$ cat src/rtl/timer_pkg.sv
// Shared definitions for the memory-mapped countdown timer: FSM states,
// register word addresses, CTRL bit layout and mode codes.
package timer_pkg;

    typedef enum logic [1:0] {
        ST_IDLE = 2'd0,
        ST_LOAD = 2'd1,
        ST_CNT  = 2'd2,
        ST_INT  = 2'd3
    } state_e;

    localparam logic [1:0] ADDR_CTRL   = 2'd0;
    localparam logic [1:0] ADDR_PRESET = 2'd1;
    localparam logic [1:0] ADDR_COUNT  = 2'd2;

    localparam int CTRL_W   = 4;
    localparam int EN_BIT   = 0;
    localparam int MODE_LSB = 1;
    localparam int IM_BIT   = 3;

    localparam logic [1:0] MODE_ONESHOT = 2'b00;
    localparam logic [1:0] MODE_RELOAD  = 2'b01;

endpackage

$ cat src/rtl/timer_dev.sv
// Programmable countdown timer: CTRL/PRESET/COUNT register file, decrementer
// and IDLE/LOAD/CNT/INT sequencer producing a maskable interrupt request.
module timer_dev
    import timer_pkg::*;
#(
    parameter int WIDTH = 32
) (
    input  logic             clk,
    input  logic             rst,
    input  logic [1:0]       addr,
    input  logic             we,
    input  logic [WIDTH-1:0] din,
    output logic [WIDTH-1:0] dout,
    output logic             irq
);

    state_e              state_q, state_d;
    logic [CTRL_W-1:0]   ctrl_q, ctrl_d;
    logic [WIDTH-1:0]    preset_q, preset_d;
    logic [WIDTH-1:0]    count_q, count_d;
    logic                exit_q, exit_d;

    logic ctrl_wr;
    logic preset_wr;
    logic en;
    logic reload;

    assign ctrl_wr   = we && (addr == ADDR_CTRL);
    assign preset_wr = we && (addr == ADDR_PRESET);
    assign en        = ctrl_q[EN_BIT];
    assign reload    = (ctrl_q[MODE_LSB +: 2] == MODE_RELOAD);

    always_comb begin
        // NOTE: every next-state signal gets its hold value first so no path leaves it unassigned (no latch).
        state_d  = state_q;
        ctrl_d   = ctrl_q;
        preset_d = preset_q;
        count_d  = count_q;
        exit_d   = 1'b0;

        unique case (state_q)
            ST_IDLE: if (en) state_d = ST_LOAD;
            ST_LOAD: begin
                count_d = preset_q;
                state_d = ST_CNT;
            end
            ST_CNT: begin
                if (!en) begin
                    state_d = ST_IDLE;
                end else if (count_q <= WIDTH'(1)) begin
                    count_d = '0;
                    state_d = ST_INT;
                    if (!reload) ctrl_d[EN_BIT] = 1'b0;
                    // A CTRL write landing on the INT-entry edge still counts as the exit request.
                    exit_d  = ctrl_wr;
                end else begin
                    count_d = count_q - WIDTH'(1);
                end
            end
            ST_INT: begin
                if (reload)                 state_d = ST_LOAD;
                else if (ctrl_wr || exit_q) state_d = ST_IDLE;
            end
            default: state_d = ST_IDLE;
        endcase

        // NOTE: the software write is applied last so it overrides the hardware En clear.
        if (ctrl_wr)   ctrl_d   = din[CTRL_W-1:0];
        if (preset_wr) preset_d = din;
    end

    always_ff @(posedge clk or negedge rst) begin
        if (!rst) begin
            state_q  <= ST_IDLE;
            ctrl_q   <= '0;
            preset_q <= '0;
            count_q  <= '0;
            exit_q   <= 1'b0;
        end else begin
            // NOTE: non-blocking so all registers update from the same pre-edge values.
            state_q  <= state_d;
            ctrl_q   <= ctrl_d;
            preset_q <= preset_d;
            count_q  <= count_d;
            exit_q   <= exit_d;
        end
    end

    always_comb begin
        dout = '0;
        unique case (addr)
            ADDR_CTRL:   dout = {{(WIDTH-CTRL_W){1'b0}}, ctrl_q};
            ADDR_PRESET: dout = preset_q;
            ADDR_COUNT:  dout = count_q;
            default:     dout = '0;
        endcase
    end

    assign irq = (state_q == ST_INT) && ctrl_q[IM_BIT];

endmodule
$ cat config.mk
export PLATFORM = sky130hd
export DESIGN_NAME = timer_dev
export DESIGN_NICKNAME = d
export VERILOG_FILES = /design/src/rtl/timer_pkg.sv /design/src/rtl/timer_dev.sv
export SDC_FILE = /design/constraint.sdc
export NUM_CORES = 1
export LEC_CHECK = 0
export ABC_AREA = 1
export CAP_MARGIN = 20
export CORE_MARGIN = 8
export CORE_UTILIZATION = 55
export CTS_CLUSTER_SIZE = 24
export DETAILED_ROUTE_END_ITERATION = 8
export GPL_TIMING_DRIVEN = 1
export PLACE_DENSITY = 0.81
export SKIP_LAST_GASP = 1
export SLEW_MARGIN = 20
export SYNTH_ARGS = -nofsm -noshare
export SYNTH_HDL_FRONTEND = slang
export SYNTH_SLANG_ARGS = --single-unit
$ cat constraint.sdc
create_clock -name clk -period 1.95 [get_ports clk]
set_input_delay 0.2925 -clock clk [delete_from_list [all_inputs] [get_ports clk]]
set_output_delay 0.2925 -clock clk [all_outputs]
set_load 0.005 [all_outputs]
# Yosys cells after proc, flatten, opt, wreduce, memory -nomap -nowiden
# Index checks and enable logic that the tools add are counted.
[classes] n_mux=18 add_sub_neg=1 reduce_logical=10 eq_ne=10 magnitude_cmp=1
[op_table] operator="$pmux W32 S3" count=1
[op_table] operator="$mux W32" count=2
[op_table] operator="$pmux W32 S2" count=1
[op_table] operator="$le A32 B1 Y1 const B" count=1
[op_table] operator="$sub A32 B1 Y32 const B" count=1
[op_table] operator="$mux W2" count=5
[op_table] operator="$mux W1" count=8
[op_table] operator="$pmux W2 S4" count=1
[op_table] operator="$eq A2 B1 Y1 const B" count=3
[op_table] operator="$eq A2 B2 Y1 const B" count=3
[op_table] operator="$ne A3 B3 Y1 const B" count=2
[op_table] operator="$logic_not A2 Y1" count=2
[op_table] operator="$ne A2 B2 Y1 const B" count=2
[op_table] operator="$reduce_bool A2 Y1" count=2
[op_table] operator="$logic_and A1 B1 Y1" count=3
[op_table] operator="$reduce_and A3 Y1" count=1
[op_table] operator="$reduce_and A2 Y1" count=1
[op_table] operator="$logic_or A1 B1 Y1" count=1
[word_totals] out_inout_bits=33 word_cells=46 register_bits=71 input_bits=37

# Depth between registers and ports, before layout
# Gate-level depths: netlist (run 1).
[logic_depth] ltp_word=6 ltp_mapped=13 depth_no_buf=13

# Least setup slack after synthesis (run 1)
# OpenSTA, ideal clock, no wires.
[synth_timing] path_type="register to register" start="register count_q[0]" end="register count_q[2]" path_stages_with_launch=13 arrival_time_ps=1482 setup_slack_ps=351 synth_period_minus_slack_ps=1599 n_path_buf=1 path_cell_list="dfrtp_1 inv_1 ha_1 nor2_1 nor2_1 nand2_1 nor2_1 nand2_2 nand2_4 buf_12 o21ai_2 nand2_1 nand2_1"
[synth_between] elab_chain_cells=4
[synth_lines] item="start, declared" line_no="timer_dev.sv:20" rtl="logic [WIDTH-1:0] count_q, count_d;"
[synth_lines] item="start signal, assigned" line_no="timer_dev.sv:84" rtl="count_q <= count_d;"
[synth_lines] item="$sub A32 B1 Y32 / $le A32 B1 Y1 (equally long branches)" line_no="timer_dev.sv:57, timer_dev.sv:50"
[synth_lines] item="$mux W32 *" line_no="timer_dev.sv:50" rtl="end else if (count_q <= WIDTH'(1)) begin"
[synth_lines] item="$mux W32 *" line_no="timer_dev.sv:48" rtl="if (!en) begin"
[synth_lines] item="$pmux W32 S2 *" line_no="timer_dev.sv:41" rtl="unique case (state_q)"
# Mark *: on every way between the ends. The rest lies on a longest branch, timed or not. The select of a mux whose other input is x is not followed.
# A chain may end at the register's enable or synchronous reset.

# Worst setup path in the final report (run 1)
[layout_timing] start="input addr[0]" end="output dout[18]"
[layout_between] elab_chain_cells=2
[layout_lines] item="start, declared" line_no="timer_dev.sv:10" rtl="input logic [1:0] addr,"
[layout_lines] item="$eq A2 B2 Y1, or another cell as far along" line_no="timer_dev.sv:91" rtl="unique case (addr)"
[layout_lines] item="$pmux W32 S3 *" line_no="timer_dev.sv:91"
[layout_lines] item="end, declared" line_no="timer_dev.sv:13" rtl="output logic [WIDTH-1:0] dout,"
# Mark *: on every way between the ends. The rest lies on a longest branch, timed or not.

==> summary.txt, run 1 <==
Post-Syn Instances = 639
post-route minimum period = 2.15 ns
slowest stage delay, CP = 0.53 ns
DRT iter0 DRCs = 231
HPWL Detailed = 9.63 mm
crit-path cells = clkdlybuf4s50_1 > inv_1 > nor2_4 > buf_12 > nand2_1 > o21ai_1 > clkdlybuf4s50_1
Port-buffer cells = 69
remaining global-route overflow = 0
RR Endpoint = count_q[30]$_DFFE_PN0P_
Period Utilization, post-route = 1.10
DRT Wirelength = 12.9 mm
Synth cell types = 32
Reg clk slew, reported paths = 0.08 ns
# IOs = 70
clock latency on the worst-skew pair = 0.35 ns
most common cell after layout, fill and taps aside = nand2_1
final core occ = 0.699
family with the most delay on the worst path = buffers and inverters
Fmax = 466 MHz
flop-to-flop setup slack = 0.16 ns
final hold viol count = 0
Mapped Area = 4600 µm²
initial antenna violation count = 0
CTS root buf = clkbuf_8
largest net degree at the start of global routing = 72
RR Startpoint = count_q[1]$_DFFE_PN0P_
core area = 8180 µm²
DRT Pass-1 Iters = 5
die width = 107 µm
CTS tree = built
worst setup margin = -0.195 ns
R2R cell count = 10
RSZ-0062 raised after global routing = yes
Slew headroom = 0.622
Max stage delay cell, worst path = clkdlybuf4s50_1
TNS Setup = -2.26 ns
count of final max-slew check failures = 0
H-tree depth = 3
hold path start = ctrl_q[3]$_DFFE_PN0P_
Rows = 33
nets = 758
Critical Path Source Type = primary input
hold endpoint = ctrl_q[3]$_DFFE_PN0P_
per-cell routed wire length = 15.6 µm
clock buffer count from CTS = 9
critical setup path kind = primary input to output pin
PwrDens = 1350 nW/µm²
global-route wire length before repair = 21.6 mm
most frequent cells in the layout = 238 x nand2_1, 71 x dfrtp_1, 58 x nor2_1
Synth Area in XOR/XNOR = 0.0266
Synth Area in Compound Gates = 0.0989
DRC violations left = 0
data arrival time of the critical path = 1.85 ns
max_cap viols = 0
Initial Utilization = 0.563
vias in the first global route = 4582
Max Clock Skew = 0.00883 ns
final setup fails = 14
die height = 107 µm
Clock Tree Buf Depth = 2
CP bufs+invs = 4
simple-gate share of the synthesized area = 0.360
die area = 11600 µm²
register area share after synthesis = 0.386
CP Capture Type = output pin
worst-path maximum fanout = 22
via/cell ratio = 5.37
Critical Path RT = 1.66 ns
mux cell area share after synthesis = 0.0465
RD Place Congestion = 0.960
#FFs+latches synth = 71
n_diodes = 0
Total GRT Usage = 0.232
Worst-Margin Slew = 0.567 ns
area growth from synthesis to layout = 24.1%
peak supply drop = 0.00112 V
cell repeated most along the worst path = clkdlybuf4s50_1
DR vias = 4449
status = finished, violations left
WHS Path Cells = 2
share of cells above drive strength 1 = 0.180
largest family of logic cells by synthesized area = simple AND/OR/NAND/NOR gates
Synthesized Nets = 678
P_leak = 0.00285 µW
hold crit path type = register to register
failing checks = setup timing
adder-cell share of the synthesized area = 0.00544
syn avg cell area = 7.20 µm²
Yosys warnings = 0
# clock sinks = 71
Routed Antenna Nets = 0
repair_timing:
action / 4_1_cts / 5_1_grt
hold endpoints to repair: 71 / 0
pin swaps: 0 / 1
setup buffers: 0 / 1
gates resized for setup: 15 / 26
hold buffers: 1 / 0
endpoints found under the setup margin: 32 / 43
flip-flops by register name (all words and copies together), names as in the netlist:
| name | count |
|---|---|
| preset_q | 32 |
| state_q | 2 |
| ctrl_q | 4 |
| exit_q | 1 |
| count_q | 32 |
layout make-up:
class                      count  area, µm²
multi-input combinational    484       2480
fill                         699       2460
sequential                    71       1780
timing repair buffer          89        861
inverter                      64        240
tap                          105        131
clock buffer                   9        124
clock inverter                 7       96.3
synthesized netlist by cell type, drive strengths merged:
library cell  instances  area, µm²
a21oi                 9       45.0
buf                  10       75.1
clkbuf               10       37.5
clkinv                2       7.51
dfrtp                71       1780
ha                    2       25.0
inv                  62        233
mux2                 19        214
nand2               254       1010
nand3                24        160
nand4                 6       37.5
nor2                 85        440
nor3                  2       10.0
o211ai                1       7.51
o21a                  1       7.51
o21ai                55        313
o221ai                3       26.3
o22ai                 9       56.3
xnor2                 1       8.76
xor2                 13        114
power by group:
group          total, µW  internal (µW)  switching [µW]
logic               3850           1460            2400
registers           2540           1940             606
clock network       1330            722             612
total               7730           4120            3610
kinds of logic after synthesis:
logic type      Yosys count
simple gates            371
fa+ha+maj                 2
flops                    71
compound gates           78
mux                      19
xor+xnor                 14
buf+inv                  84
per-layer routing:
metal / part of all wire / vias to the layer above / track usage
met2: 0.50 / 127 / 0.400
met3: 0.060 / 27 / 0.0455
met1: 0.42 / 2139 / 0.275
li1: - / 2156 / -
met4: 0.026 / 0 / 0.0981
met5: 0 / - / 0
worst register-to-register path: stages (launching register included):
cell     delay (ns)
dfrtp_1        0.42
inv_1          0.13
ha_2           0.24
nand2_2        0.15
nor2_2         0.13
nand2_1        0.18
o21ai_1        0.24
nand3_2        0.09
nand2_1        0.06
nand2_1        0.04
nand2_1        0.06
through the flow:
stage	setup WS (ns)	area (µm²)	power [µW]	cells	hold slack [ns]
CTS	-0.228	5710	7720	828	0.504
global route	-0.287	5710	8340	829	0.518
global placement	-0.232	5490	6240	811	0.352
detailed placement	-0.297	5490	6400	811	0.352
floorplan	0.351	4600	5200	639	-0.00309
finish	-0.195	5710	7730	829	0.499
worst max path at each step:
stage / start / to / slack, ns / cells past startpoint
final: addr[0] / dout[18] / -0.20 / 7
after global routing: addr[0] / dout[18] / -0.29 / 7
after detailed placement: addr[1] / dout[18] / -0.30 / 5
after global placement: addr[1] / dout[17] / -0.23 / 5
after CTS: addr[0] / dout[18] / -0.23 / 7
after floorplan: count_q[0]$_DFFE_PN0P_ / count_q[2]$_DFFE_PN0P_ / 0.35 / 12
Note: power is estimated with default switching activity, not from simulation.
==> run 2, diff against run 1 <==
--- a/config.mk
+++ b/config.mk
@@ -8,11 +8,12 @@
 export ABC_AREA = 1
 export CAP_MARGIN = 20
 export CORE_MARGIN = 8
-export CORE_UTILIZATION = 55
+export CORE_UTILIZATION = 60
 export CTS_CLUSTER_SIZE = 24
 export DETAILED_ROUTE_END_ITERATION = 8
+export DONT_BUFFER_PORTS = 1
 export GPL_TIMING_DRIVEN = 1
-export PLACE_DENSITY = 0.81
+export PLACE_DENSITY = 0.76
 export SKIP_LAST_GASP = 1
 export SLEW_MARGIN = 20
 export SYNTH_ARGS = -nofsm -noshare
==> run 2 against run 1 <==
  * The flow now finishes without violations
  * Cell area down 13%
  * Global-route usage grew 0.76 points
  * Combinational power is 6.2% lower
  * First-iteration DRC count is 29% higher
  * Non-clock buffer count down 71
  * Count of clock-buffer cells in the layout is 1 higher
  * Final cell count decreased by 8.9%
  * Die area shrank 7.1%
==> summary.txt, run 2 (same netlist as run 1, synthesis figures left out) <==
clock buffer count from CTS = 9 (unchanged)
family with the most delay on the worst path = buffers and inverters
slowest stage delay, CP = 0.44 ns (-0.09 ns)
final-layout fill cell count = 671 (-4.0%)
flop-to-flop setup slack = 0.19 ns (+0.03 ns)
die height = 104 µm (-3.6%)
CTS root buf = clkbuf_8
# clock sinks = 71 (unchanged)
TNS Setup = 0 ns (+2.26 ns)
Total GRT Usage = 0.240 (+0.00759)
die area = 10700 µm² (-7.1%)
RSZ-0062 raised after global routing = no
per-cell routed wire length = 16.2 µm (+3.9%)
P_leak = 0.00244 µW (-14%)
Setup crit end = count_q[1]$_DFFE_PN0P_
die width = 104 µm (-3.6%)
Placed Cells = 737 (-9.1%)
Port-buffer cells = 0 (-100%)
clock latency on the worst-skew pair = 0.35 ns (about the same)
final hold viol count = 0 (unchanged)
hold crit path type = primary input to register
Period Utilization, post-route = 0.904 (-0.196)
max_cap viols = 0 (unchanged)
area growth from synthesis to layout = 8.13%
n_diodes = 0 (unchanged)
remaining global-route overflow = 0 (unchanged)
critical setup path kind = register to register
WP depth = 9 (+2)
post-CTS setup buffer count = 0 (unchanged)
Slew headroom = 0.603 (-0.0187)
crit-path cells = inv_2 > nor2_4 > inv_2 > nor2_2 > inv_2 > nand2_2 > inv_2 > nand2_1 > nand2_1
Overall Power = 7170 µW (-7.3%)
worst-path maximum fanout = 31 (+41%)
Multi-input gate area = 2480 µm² (unchanged)
register area = 1780 µm² (unchanged)
Worst-Margin Slew = 0.595 ns (+0.0280 ns)
core area = 7570 µm² (-7.4%)
CP Capture Type = register
Max Clock Skew = 0.0149 ns (+0.00608 ns)
Critical Path Source Type = register
CP bufs+invs = 4 (unchanged)
count of final max-slew check failures = 0 (unchanged)
Max stage delay cell, worst path = inv_2
DR vias = 4105 (-7.7%)
CTS tree = built
DRT iter0 DRCs = 297 (+29%)
RR Endpoint = count_q[1]$_DFFE_PN0P_
PwrDens = 1440 nW/µm² (+6.4%)
global-route wire length before repair = 21.3 mm (-1.2%)
initial antenna violation count = 0 (unchanged)
top flop regs = count_q x32, preset_q x32, ctrl_q x4
status = finished clean
share of cells above drive strength 1 = 0.181 (+0.00115)
Clock Tree Buf Depth = 2 (unchanged)
most frequent cells in the layout = 238 x nand2_1, 71 x dfrtp_1, 58 x nor2_1
R2R cell count = 9 (-1)
DRT Pass-1 Iters = 4 (-1)
H-tree depth = 3 (unchanged)
largest net degree at the start of global routing = 72 (unchanged)
Hold Slack = 0.0665 ns (-0.432 ns)
vias in the first global route = 4248 (-7.3%)
most common cell after layout, fill and taps aside = nand2_1
# IOs = 70 (unchanged)
RD Place Congestion = 0.930 (-3.1%)
cell repeated most along the worst path = inv_2
data arrival time of the critical path = 2.04 ns (+0.19 ns)
Post-Layout Cell Count = 755 (-8.9%)
RR Startpoint = state_q[1]$_DFFE_PN0P_
Routed Antenna Nets = 0 (unchanged)
Initial Utilization = 0.608 (+0.0452)
via/cell ratio = 5.44 (+1.3%)
Worst setup startpoint = state_q[1]$_DFFE_PN0P_
DRT Wirelength = 12.2 mm (-5.4%)
final setup fails = 0 (-14)
Fmax = 567 MHz (+22%)
HPWL Detailed = 9.01 mm (-6.5%)
Reg clk slew, reported paths = 0.09 ns (about the same)
Rows = 32 (-3.0%)
DRC violations left = 0 (unchanged)
nets = 687 (-9.4%)
peak supply drop = 0.00144 V (+29%)
post-route minimum period = 1.76 ns (-0.382 ns)
Critical Path RT = 2.23 ns (+0.57 ns)
[run 2: cell count changes in the layout (fill, tap and decap cells not counted), sizes merged, moves of 4 or more]
cell	delta
clkbuf	-6
dlymetal6s2s	-6
clkdlybuf4s50	-49
dlygate4sd2	-5
buf	-4
[run 2: worst reg2reg max path, delay by kind of cell, from the launching register on]
kind | cells | cell delay, ns
flip-flops | 1 | 0.41
AND/OR/NAND/NOR | 5 | 0.43
buffers and inverters | 4 | 0.86
[run 2: worst min path at each step]
stage / startpoint / end / slack [ns] / cells after the start
2_1_floorplan: rst / count_q[0]$_DFFE_PN0P_ / -0.003 / 0
3_3_place_gp: rst / preset_q[12]$_DFFE_PN0P_ / -0.0009 / 0
3_5_place_dp: rst / preset_q[12]$_DFFE_PN0P_ / -0.0008 / 0
4_1_cts: din[26] / preset_q[26]$_DFFE_PN0P_ / 0.06 / 1
5_1_grt: din[26] / preset_q[26]$_DFFE_PN0P_ / 0.06 / 1
6_report: din[26] / preset_q[26]$_DFFE_PN0P_ / 0.07 / 1
[run 2: layout make-up]
class / count / area share
clock buffer: 10 / 0.0256
clock inverter: 6 / 0.00754
inverter: 64 / 0.0483
multi-input combinational: 484 / 0.499
sequential: 71 / 0.357
tap: 102 / 0.0256
timing repair buffer: 18 / 0.0367
[run 2: where the power goes]
| group | switching (µW) | internal (µW) |
|---|---|---|
| Clock | 571 | 455 |
| Sequential | 596 | 1940 |
| Combinational | 2350 | 1260 |
[run 2: metrics by stage]
stage                     utilization  setup WS, ns  cell area (µm²)
final                           0.658         0.187             4980
after global routing            0.658       0.00479             4980
after CTS                       0.656         0.172             4970
after detailed placement        0.629         0.171             4760
after global placement          0.629         0.235             4760
after floorplan                     -         0.351             4600
[run 2: per-layer routing]
| layer | vias up | GRT usage | wire [µm] |
|---|---|---|---|
| li1 | 2037 | - | - |
| met1 | 1926 | 0.304 | 5370 |
| met2 | 118 | 0.387 | 5780 |
| met3 | 24 | 0.0551 | 809 |
| met4 | 0 | 0.0913 | 263 |
| met5 | - | 0 | 0 |
[run 2: repair_timing]
action,4_1_cts,5_1_grt
endpoints found under the setup margin,0,17
hold endpoints to repair,71,0
gates resized for setup,0,2
hold buffers,2,0
